$ cat src/rtl/decode_pkg.sv
// Shared constants for the RV32I decode stage: opcodes, funct fields,
// ALU control encodings and the datapath width.
package decode_pkg;

  localparam int XLEN = 32;

  localparam logic [6:0] OP_R  = 7'b0110011;
  localparam logic [6:0] OP_I  = 7'b0010011;
  localparam logic [6:0] OP_LW = 7'b0000011;
  localparam logic [6:0] OP_SW = 7'b0100011;
  localparam logic [6:0] OP_BR = 7'b1100011;

  localparam logic [2:0] F3_ADD = 3'b000;
  localparam logic [2:0] F3_SLT = 3'b010;
  localparam logic [2:0] F3_XOR = 3'b100;
  localparam logic [2:0] F3_OR  = 3'b110;
  localparam logic [2:0] F3_AND = 3'b111;
  localparam logic [2:0] F3_LW  = 3'b010;
  localparam logic [2:0] F3_BEQ = 3'b000;
  localparam logic [2:0] F3_BNE = 3'b001;

  localparam logic [6:0] F7_BASE = 7'b0000000;
  localparam logic [6:0] F7_SUB  = 7'b0100000;

  typedef enum logic [3:0] {
    ALU_ADD = 4'd0,
    ALU_SUB = 4'd1,
    ALU_AND = 4'd2,
    ALU_OR  = 4'd3,
    ALU_XOR = 4'd4,
    ALU_SLT = 4'd5
  } alu_ctrl_e;

endpackage

$ cat src/rtl/decode_reg_file.sv
// Two-read/one-write register file with write-through reads; x0 reads as
// zero and is never written. All registers clear on asynchronous reset.
module reg_file #(
  parameter int XLEN  = 32,
  parameter int NREGS = 32
) (
  input  logic            clk,
  input  logic            rst_n,
  input  logic [4:0]      ra1,
  input  logic [4:0]      ra2,
  input  logic            we,
  input  logic [4:0]      wa,
  input  logic [XLEN-1:0] wd,
  output logic [XLEN-1:0] rd1,
  output logic [XLEN-1:0] rd2
);

  logic [XLEN-1:0] regs [NREGS];

  always_ff @(posedge clk or negedge rst_n) begin
    if (!rst_n) begin
      for (int i = 0; i < NREGS; i++) regs[i] <= '0;
    end else if (we && (wa != 5'd0)) begin
      regs[wa] <= wd;
    end
  end

  // A same-cycle writeback to the register being read wins over stored data.
  assign rd1 = (ra1 == 5'd0) ? '0 : (we && (wa == ra1)) ? wd : regs[ra1];
  assign rd2 = (ra2 == 5'd0) ? '0 : (we && (wa == ra2)) ? wd : regs[ra2];

endmodule

$ cat src/rtl/decode_stage.sv
// ID stage of the 5-stage RV32I pipeline: decode, register read, BEQ/BNE
// resolution, load/branch hazard stalls and the ID/EX register.
// Build option BRANCH_FWD_EN forwards ALUOutM into the branch comparator.
module decode_stage #(
  parameter int XLEN  = decode_pkg::XLEN,
  parameter int NREGS = 32
) (
  input  logic            clk,
  input  logic            rst_n,
  input  logic [31:0]     InstrD,
  input  logic [XLEN-1:0] PCPD,
  input  logic            RegWriteW,
  input  logic [4:0]      WriteRegW,
  input  logic [XLEN-1:0] ResultW,
  input  logic            RegWriteM,
  input  logic            MemtoRegM,
  input  logic [4:0]      WriteRegM,
  input  logic [XLEN-1:0] ALUOutM,
  output logic            PCSrcD,
  output logic [XLEN-1:0] PCBranchD,
  output logic            StallF,
  output logic            StallD,
  output logic            RegWriteE,
  output logic            MemtoRegE,
  output logic            MemWriteE,
  output logic            ALUSrcE,
  output logic [3:0]      ALUControlE,
  output logic [XLEN-1:0] RD1E,
  output logic [XLEN-1:0] RD2E,
  output logic [XLEN-1:0] ImmE,
  output logic [XLEN-1:0] PCPE,
  output logic [4:0]      Rs1E,
  output logic [4:0]      Rs2E,
  output logic [4:0]      RdE
);
  import decode_pkg::*;

  function automatic logic signed [XLEN-1:0] sext13(input logic signed [12:0] v);
    return XLEN'(v);
  endfunction

  logic [6:0] opcode, funct7;
  logic [2:0] funct3;
  logic [4:0] rs1, rs2, rd;
  assign opcode = InstrD[6:0];
  assign rd     = InstrD[11:7];
  assign funct3 = InstrD[14:12];
  assign rs1    = InstrD[19:15];
  assign rs2    = InstrD[24:20];
  assign funct7 = InstrD[31:25];

  logic signed [XLEN-1:0] imm_i, imm_s, imm_b;
  assign imm_i = sext13({InstrD[31], InstrD[31:20]});
  assign imm_s = sext13({InstrD[31], InstrD[31:25], InstrD[11:7]});
  assign imm_b = sext13({InstrD[31], InstrD[7], InstrD[30:25], InstrD[11:8], 1'b0});

  // ---- stage p0: decode of InstrD ----
  logic                   regwrite_p0, memtoreg_p0, memwrite_p0, alusrc_p0;
  logic                   branch_p0, bne_p0, use_rs2_p0;
  alu_ctrl_e              aluctrl_p0;
  logic signed [XLEN-1:0] imm_p0;
  logic [XLEN-1:0]        rd1_p0, rd2_p0;

  always_comb begin
    regwrite_p0 = 1'b0;
    memtoreg_p0 = 1'b0;
    memwrite_p0 = 1'b0;
    alusrc_p0   = 1'b0;
    branch_p0   = 1'b0;
    bne_p0      = 1'b0;
    use_rs2_p0  = 1'b0;
    aluctrl_p0  = ALU_ADD;
    imm_p0      = '0;
    unique case (opcode)
      OP_R: begin
        regwrite_p0 = 1'b1;
        use_rs2_p0  = 1'b1;
        case (funct3)
          F3_ADD: begin
            if (funct7 == F7_SUB)       aluctrl_p0 = ALU_SUB;
            else if (funct7 != F7_BASE) regwrite_p0 = 1'b0;
          end
          F3_AND:  aluctrl_p0 = ALU_AND;
          F3_OR:   aluctrl_p0 = ALU_OR;
          F3_XOR:  aluctrl_p0 = ALU_XOR;
          F3_SLT:  aluctrl_p0 = ALU_SLT;
          default: regwrite_p0 = 1'b0;
        endcase
      end
      OP_I: begin
        regwrite_p0 = 1'b1;
        alusrc_p0   = 1'b1;
        imm_p0      = imm_i;
        case (funct3)
          F3_ADD:  aluctrl_p0 = ALU_ADD;
          F3_AND:  aluctrl_p0 = ALU_AND;
          F3_OR:   aluctrl_p0 = ALU_OR;
          F3_XOR:  aluctrl_p0 = ALU_XOR;
          F3_SLT:  aluctrl_p0 = ALU_SLT;
          default: regwrite_p0 = 1'b0;
        endcase
      end
      OP_LW: begin
        regwrite_p0 = (funct3 == F3_LW);
        memtoreg_p0 = (funct3 == F3_LW);
        alusrc_p0   = 1'b1;
        imm_p0      = imm_i;
      end
      OP_SW: begin
        memwrite_p0 = 1'b1;
        alusrc_p0   = 1'b1;
        use_rs2_p0  = 1'b1;
        imm_p0      = imm_s;
      end
      OP_BR: begin
        branch_p0  = (funct3 == F3_BEQ) || (funct3 == F3_BNE);
        bne_p0     = (funct3 == F3_BNE);
        use_rs2_p0 = 1'b1;
        aluctrl_p0 = ALU_SUB;
        imm_p0     = imm_b;
      end
      default: ;
    endcase
  end

  reg_file #(.XLEN(XLEN), .NREGS(NREGS)) u_rf (
    .clk   (clk),
    .rst_n (rst_n),
    .ra1   (rs1),
    .ra2   (rs2),
    .we    (RegWriteW),
    .wa    (WriteRegW),
    .wd    (ResultW),
    .rd1   (rd1_p0),
    .rd2   (rd2_p0)
  );

  logic [XLEN-1:0] br_a, br_b;
  logic            e_hit, m_hit, lwstall, branchstall, br_eq;

  assign e_hit = (RdE != 5'd0) && ((RdE == rs1) || (RdE == rs2));
  assign m_hit = (WriteRegM != 5'd0) && ((WriteRegM == rs1) || (WriteRegM == rs2));

`ifdef BRANCH_FWD_EN
  logic fwd_a, fwd_b;
  assign fwd_a = RegWriteM && !MemtoRegM && (WriteRegM != 5'd0) && (WriteRegM == rs1);
  assign fwd_b = RegWriteM && !MemtoRegM && (WriteRegM != 5'd0) && (WriteRegM == rs2);
  assign br_a  = fwd_a ? ALUOutM : rd1_p0;
  assign br_b  = fwd_b ? ALUOutM : rd2_p0;
  assign branchstall = branch_p0 && ((RegWriteE && e_hit) || (MemtoRegM && m_hit));
`else
  // Without M forwarding the branch waits until its producer reaches W.
  logic unused_aluoutm;
  assign unused_aluoutm = ^ALUOutM;
  assign br_a = rd1_p0;
  assign br_b = rd2_p0;
  assign branchstall = branch_p0 &&
                       ((RegWriteE && e_hit) || (MemtoRegM && m_hit) || (RegWriteM && m_hit));
`endif

  assign lwstall = MemtoRegE && (RdE != 5'd0) &&
                   ((RdE == rs1) || ((RdE == rs2) && use_rs2_p0));
  assign StallD  = lwstall || branchstall;
  assign StallF  = StallD;

  assign br_eq     = (br_a == br_b);
  assign PCSrcD    = branch_p0 && (bne_p0 ? !br_eq : br_eq) && !StallD;
  assign PCBranchD = PCPD - XLEN'(4) + $unsigned(imm_b);

  // ---- stage p1: ID/EX register ----
  logic            regwrite_p1, memtoreg_p1, memwrite_p1, alusrc_p1;
  logic [3:0]      aluctrl_p1;
  logic [XLEN-1:0] rd1_p1, rd2_p1, imm_p1, pcp_p1;
  logic [4:0]      rs1_p1, rs2_p1, rd_p1;

  always_ff @(posedge clk or negedge rst_n) begin
    if (!rst_n) begin
      {regwrite_p1, memtoreg_p1, memwrite_p1, alusrc_p1, aluctrl_p1} <= '0;
      {rd1_p1, rd2_p1, imm_p1, pcp_p1, rs1_p1, rs2_p1, rd_p1}        <= '0;
    end else if (StallD) begin
      {regwrite_p1, memtoreg_p1, memwrite_p1, alusrc_p1, aluctrl_p1} <= '0;
      {rd1_p1, rd2_p1, imm_p1, pcp_p1, rs1_p1, rs2_p1, rd_p1}        <= '0;
    end else begin
      regwrite_p1 <= regwrite_p0;
      memtoreg_p1 <= memtoreg_p0;
      memwrite_p1 <= memwrite_p0;
      alusrc_p1   <= alusrc_p0;
      aluctrl_p1  <= aluctrl_p0;
      rd1_p1      <= rd1_p0;
      rd2_p1      <= rd2_p0;
      imm_p1      <= $unsigned(imm_p0);
      pcp_p1      <= PCPD;
      rs1_p1      <= rs1;
      rs2_p1      <= rs2;
      rd_p1       <= rd;
    end
  end

  assign RegWriteE   = regwrite_p1;
  assign MemtoRegE   = memtoreg_p1;
  assign MemWriteE   = memwrite_p1;
  assign ALUSrcE     = alusrc_p1;
  assign ALUControlE = aluctrl_p1;
  assign RD1E        = rd1_p1;
  assign RD2E        = rd2_p1;
  assign ImmE        = imm_p1;
  assign PCPE        = pcp_p1;
  assign Rs1E        = rs1_p1;
  assign Rs2E        = rs2_p1;
  assign RdE         = rd_p1;

endmodule

$ cat config.mk
export PLATFORM = sky130hd
export DESIGN_NAME = decode_stage
export DESIGN_NICKNAME = d
export VERILOG_FILES = /design/src/rtl/decode_pkg.sv /design/src/rtl/decode_reg_file.sv /design/src/rtl/decode_stage.sv
export SDC_FILE = /design/constraint.sdc
export NUM_CORES = 2
export LEC_CHECK = 0
export BUFFER_PORTS_ARGS = -buffer_cell sky130_fd_sc_hd__buf_4
export CAP_MARGIN = 20
export CORE_ASPECT_RATIO = 0.75
export CORE_MARGIN = 1.5
export CORE_UTILIZATION = 55
export DETAILED_ROUTE_END_ITERATION = 6
export PLACE_DENSITY = 0.73
export SYNTH_ARGS = -nofsm -noshare
export SYNTH_HDL_FRONTEND = slang
export SYNTH_HIERARCHICAL = 1
export SYNTH_SLANG_ARGS = --single-unit
$ cat constraint.sdc
create_clock -name clk -period 5.5 [get_ports clk]
set_clock_uncertainty 0.15 [all_clocks]
set_input_delay 1.1 -clock clk [delete_from_list [all_inputs] [get_ports clk]]
set_output_delay 1.1 -clock clk [all_outputs]
set_load 0.02 [all_outputs]
==> impl_metrics.ini <==
[clock_network]
cts_tree = yes
clock_sinks = 1155
htree_levels = 3
clock_latency_ps = 750
clkTransAtPathRegs_ps = 60
hold_buffers = 0
cts_root_buffer = clkbuf_16
clockBufferDepth = 3
cts_made_buffers = 116

[timing]
drv_slew = 0
period_minus_slack_ps = 5900
worst_pin_slew_ps = 1100
finalSetupViolations = 1
tns_ps = -399
timing.hold.ws_ps = 227
max_clock_freq_mhz = 170
rsz0062_at_grt = yes
setup_slack_ps = -399
period_share_pct = 107
hold_violations = 0
relSlewSlack_pct = 26.1

[synth]
yosysWarnings = 6
yosys.area.top_type_share_pct = 46.2
netlist_area_sq_um = 62500
synth_nets = 4797
synth_seq_cells = 1155
synthCells = 4594
ys_types = 79
yosys.cell_count.top_type = dfrtp_1
synth_seq_area_share_pct = 46.2
synth_top_cells_by_count = dfrtp_1 (1155), mux2_2 (1070), mux4_2 (387)
synth_edf_count = 0
synth_area_leaders = dfrtp_1 (46%), mux2_2 (19%), mux4_2 (14%)
ys.flop_type = dfrtp_1
synth_area_leader_cell = dfrtp_1
async_flop_share_pct = 100
avgSynthCellArea_sq_um = 13.6

[job]
maxCapViolCount = 0

[pwr]
pwr-share-comb_pct = 24.5
p_per_area_nw_per_um2 = 351
ir_drop_uv = 268
power.internal_uw = 18600
sw_frac_of_total_pct = 29.2
power_frac_clock_pct = 32.8
pwr-share-seq_pct = 42.7
p_leak_uw = 0.0338
switching_power_uw = 7670

[detailed_routing]
postRouteAntennaNets = 0
routed_wl_mm = 221
drt_pass1_iterations = 7
num_vias = 46414
wire_per_inst_um = 32.9
avgViaCountPerCell = 6.91
first_iter_violations = 6444
drc = 1

[setup_path]
cp.arrival_ps = 4650
crit_type = in2out
required_ps = 4250
worst_setup_path_start_kind = primary input
cp_max_fo = 12
cp_cell_sequence = bufbuf_16 -> buf_4 -> or4_4 -> and3_2 -> buf_4 -> a221o_1 -> xor2_1 -> nor4_1 -> nand4_1 -> nor2_4 -> xnor2_2 -> nor4_2 -> buf_4
cp_slowest_cell = or4_4
cp_common_cell = buf_4
end_kind = output port
worst_r2r_path_depth = 10
worst-path-stages = 13
max_stage_delay_ps = 560
path_buf_inv = 4
crit_family = simple AND/OR/NAND/NOR gates

[floorplan]
core_area_sq_um = 112000
die_h_um = 295
num_rows = 106
dieArea_sq_um = 116000
fp.dieW_um = 392
start_util_pct = 55.8
ios = 329

[global_routing]
grt_max_degree = 131
grt_antenna_before_repair = 13
overflow = 0
grt_usage_pct = 38.0
grt_pass1_vias = 45472
grt_pass1_wl_mm = 318

[place]
portBuffers = 295
dp_slack_ps = -1180
placed_area_sq_um = 69300
dp_hpwl_mm = 144
finalWeightedCongestion = 0.965

[worst_hold_path]
hold_class = reg2reg
whs_path_depth = 0

[layout]
drive_above_1_share_pct = 51.0
final.fill_count = 7840
final_nets = 5307
syn_to_final_growth_pct = 19.6
final_area_sq_um = 74700

[run_status]
outcome = finished with violations
violations = design-rule violations, negative setup slack
power by group through the flow:
stage               clock, uW  combinational (uW)  sequential [uW]
floorplan                   0                3960            11000
global placement            0                5950            11100
detailed placement          0                6100            11300
CTS                      8660                6230            11100
global route             8980                6750            11400
finish                   8600                6430            11200
cells by family (layout without fill, tap and decap cells):
logic type | after synthesis | count (layout) | synth area share, %
multiplexers | 1659 | 1659 | 36.4
other | 1 | 8 | 0.00600
AO/OA/AOI/OAI | 548 | 548 | 6.18
buffers and inverters | 584 | 1188 | 4.49
AND/OR/NAND/NOR | 496 | 496 | 4.16
flip-flops | 1155 | 1155 | 46.2
XOR/XNOR | 91 | 91 | 1.27
adder cells (fa/ha/maj) | 60 | 60 | 1.21
per-stage QoR:
step           util, %  power (uW)  cells
2_1_floorplan        -       14900   4594
3_3_place_gp      61.8       17100   6449
3_5_place_dp      61.9       17400   6450
4_1_cts           66.2       26000   6687
5_1_grt           66.7       27100   6715
6_report          66.7       26200   6717
worst reg2reg max path: stages, from the launching register on:
cell and delay (ps):
dfrtp_1 460, xnor2_1 190, nand3_1 100, nor3_1 420
a31oi_1 80, a21oi_1 400, a21oi_1 200, a2bb2oi_4 180
inv_2 280, buf_4 440, nor2_1 190
placed cells by master, fill, tap and decap left out, types with 10 or more instances in the layout:
cell	netlist	final
o2111ai_1	11	10
nor2b_1	27	23
inv_1	109	108
mux2i_1	202	202
buf_12	2	80
dfrtp_1	1155	1155
clkbuf_1	237	14
o21ai_0	65	64
clkbuf_8	0	25
a21oi_1	97	90
nor2_4	0	19
xor2_1	52	49
nor3b_1	14	13
bufinv_16	0	17
buf_4	50	745
nand2_1	66	50
ha_1	59	59
buf_6	36	15
nand2b_1	21	20
a221oi_2	0	10
a221oi_1	50	39
clkbuf_16	0	119
a22oi_1	96	96
a221o_1	30	30
and2_1	87	84
clkinvlp_4	0	11
mux2_2	1070	1069
a211oi_1	28	25
nor3_1	61	58
nand3_1	24	24
o22ai_1	77	75
nand2_2	0	13
xnor2_1	39	36
clkinv_2	0	21
nor2_1	126	102
mux4_2	387	387
what timing repair did:
item | 4_1_cts | 5_1_grt
gates cloned | 7 | 0
pin swaps | 12 | 15
setup endpoints to repair | 1 | 6
hold endpoints to repair | 0 | 0
buffers inserted | 19 | 22
resized for setup | 72 | 62
final timing paths:
kind,start,end,slack (ps)
hold / removal,u_rf/regs[1007],u_rf/regs[1007],230
hold reg to reg,u_rf/regs[1007],u_rf/regs[1007],230
setup / recovery,InstrD[15],PCSrcD,-400
setup reg to reg,RdE[1],ImmE[4],2290
max in group asynchronous,rst_n,u_rf/regs[426],3570
min in group asynchronous,rst_n,u_rf/regs[77],260
layout make-up:
class	instances	area, sq um	area share [%]
inverters	111	424	0.567
well taps	1512	1890	2.53
multi-input cells	2855	31400	42.1
diodes	7	17.5	0.0234
repair buffers	865	7950	10.6
flip-flops and latches	1155	28900	38.7
clock inverters	56	787	1.05
clock buffers	156	3340	4.46
registers in the layout, indices dropped and copies added, names as in the netlist, 3 cells and up:
register,cells
u_rf/regs,1024
RD1E,32
Rs1E,5
ALUControlE,3
ImmE,13
RdE,5
PCPE,32
Rs2E,5
RD2E,32
metal layers:
layer / up-vias / share of wire (%) / global-route usage, %
li1: 18340 / - / -
met1: 23976 / 38 / 53.0
met2: 3388 / 41 / 52.4
met3: 700 / 14 / 14.4
met4: 10 / 5.6 / 18.1
met5: - / 0.079 / 0
No activity file was read; power rests on OpenSTA's default activity.
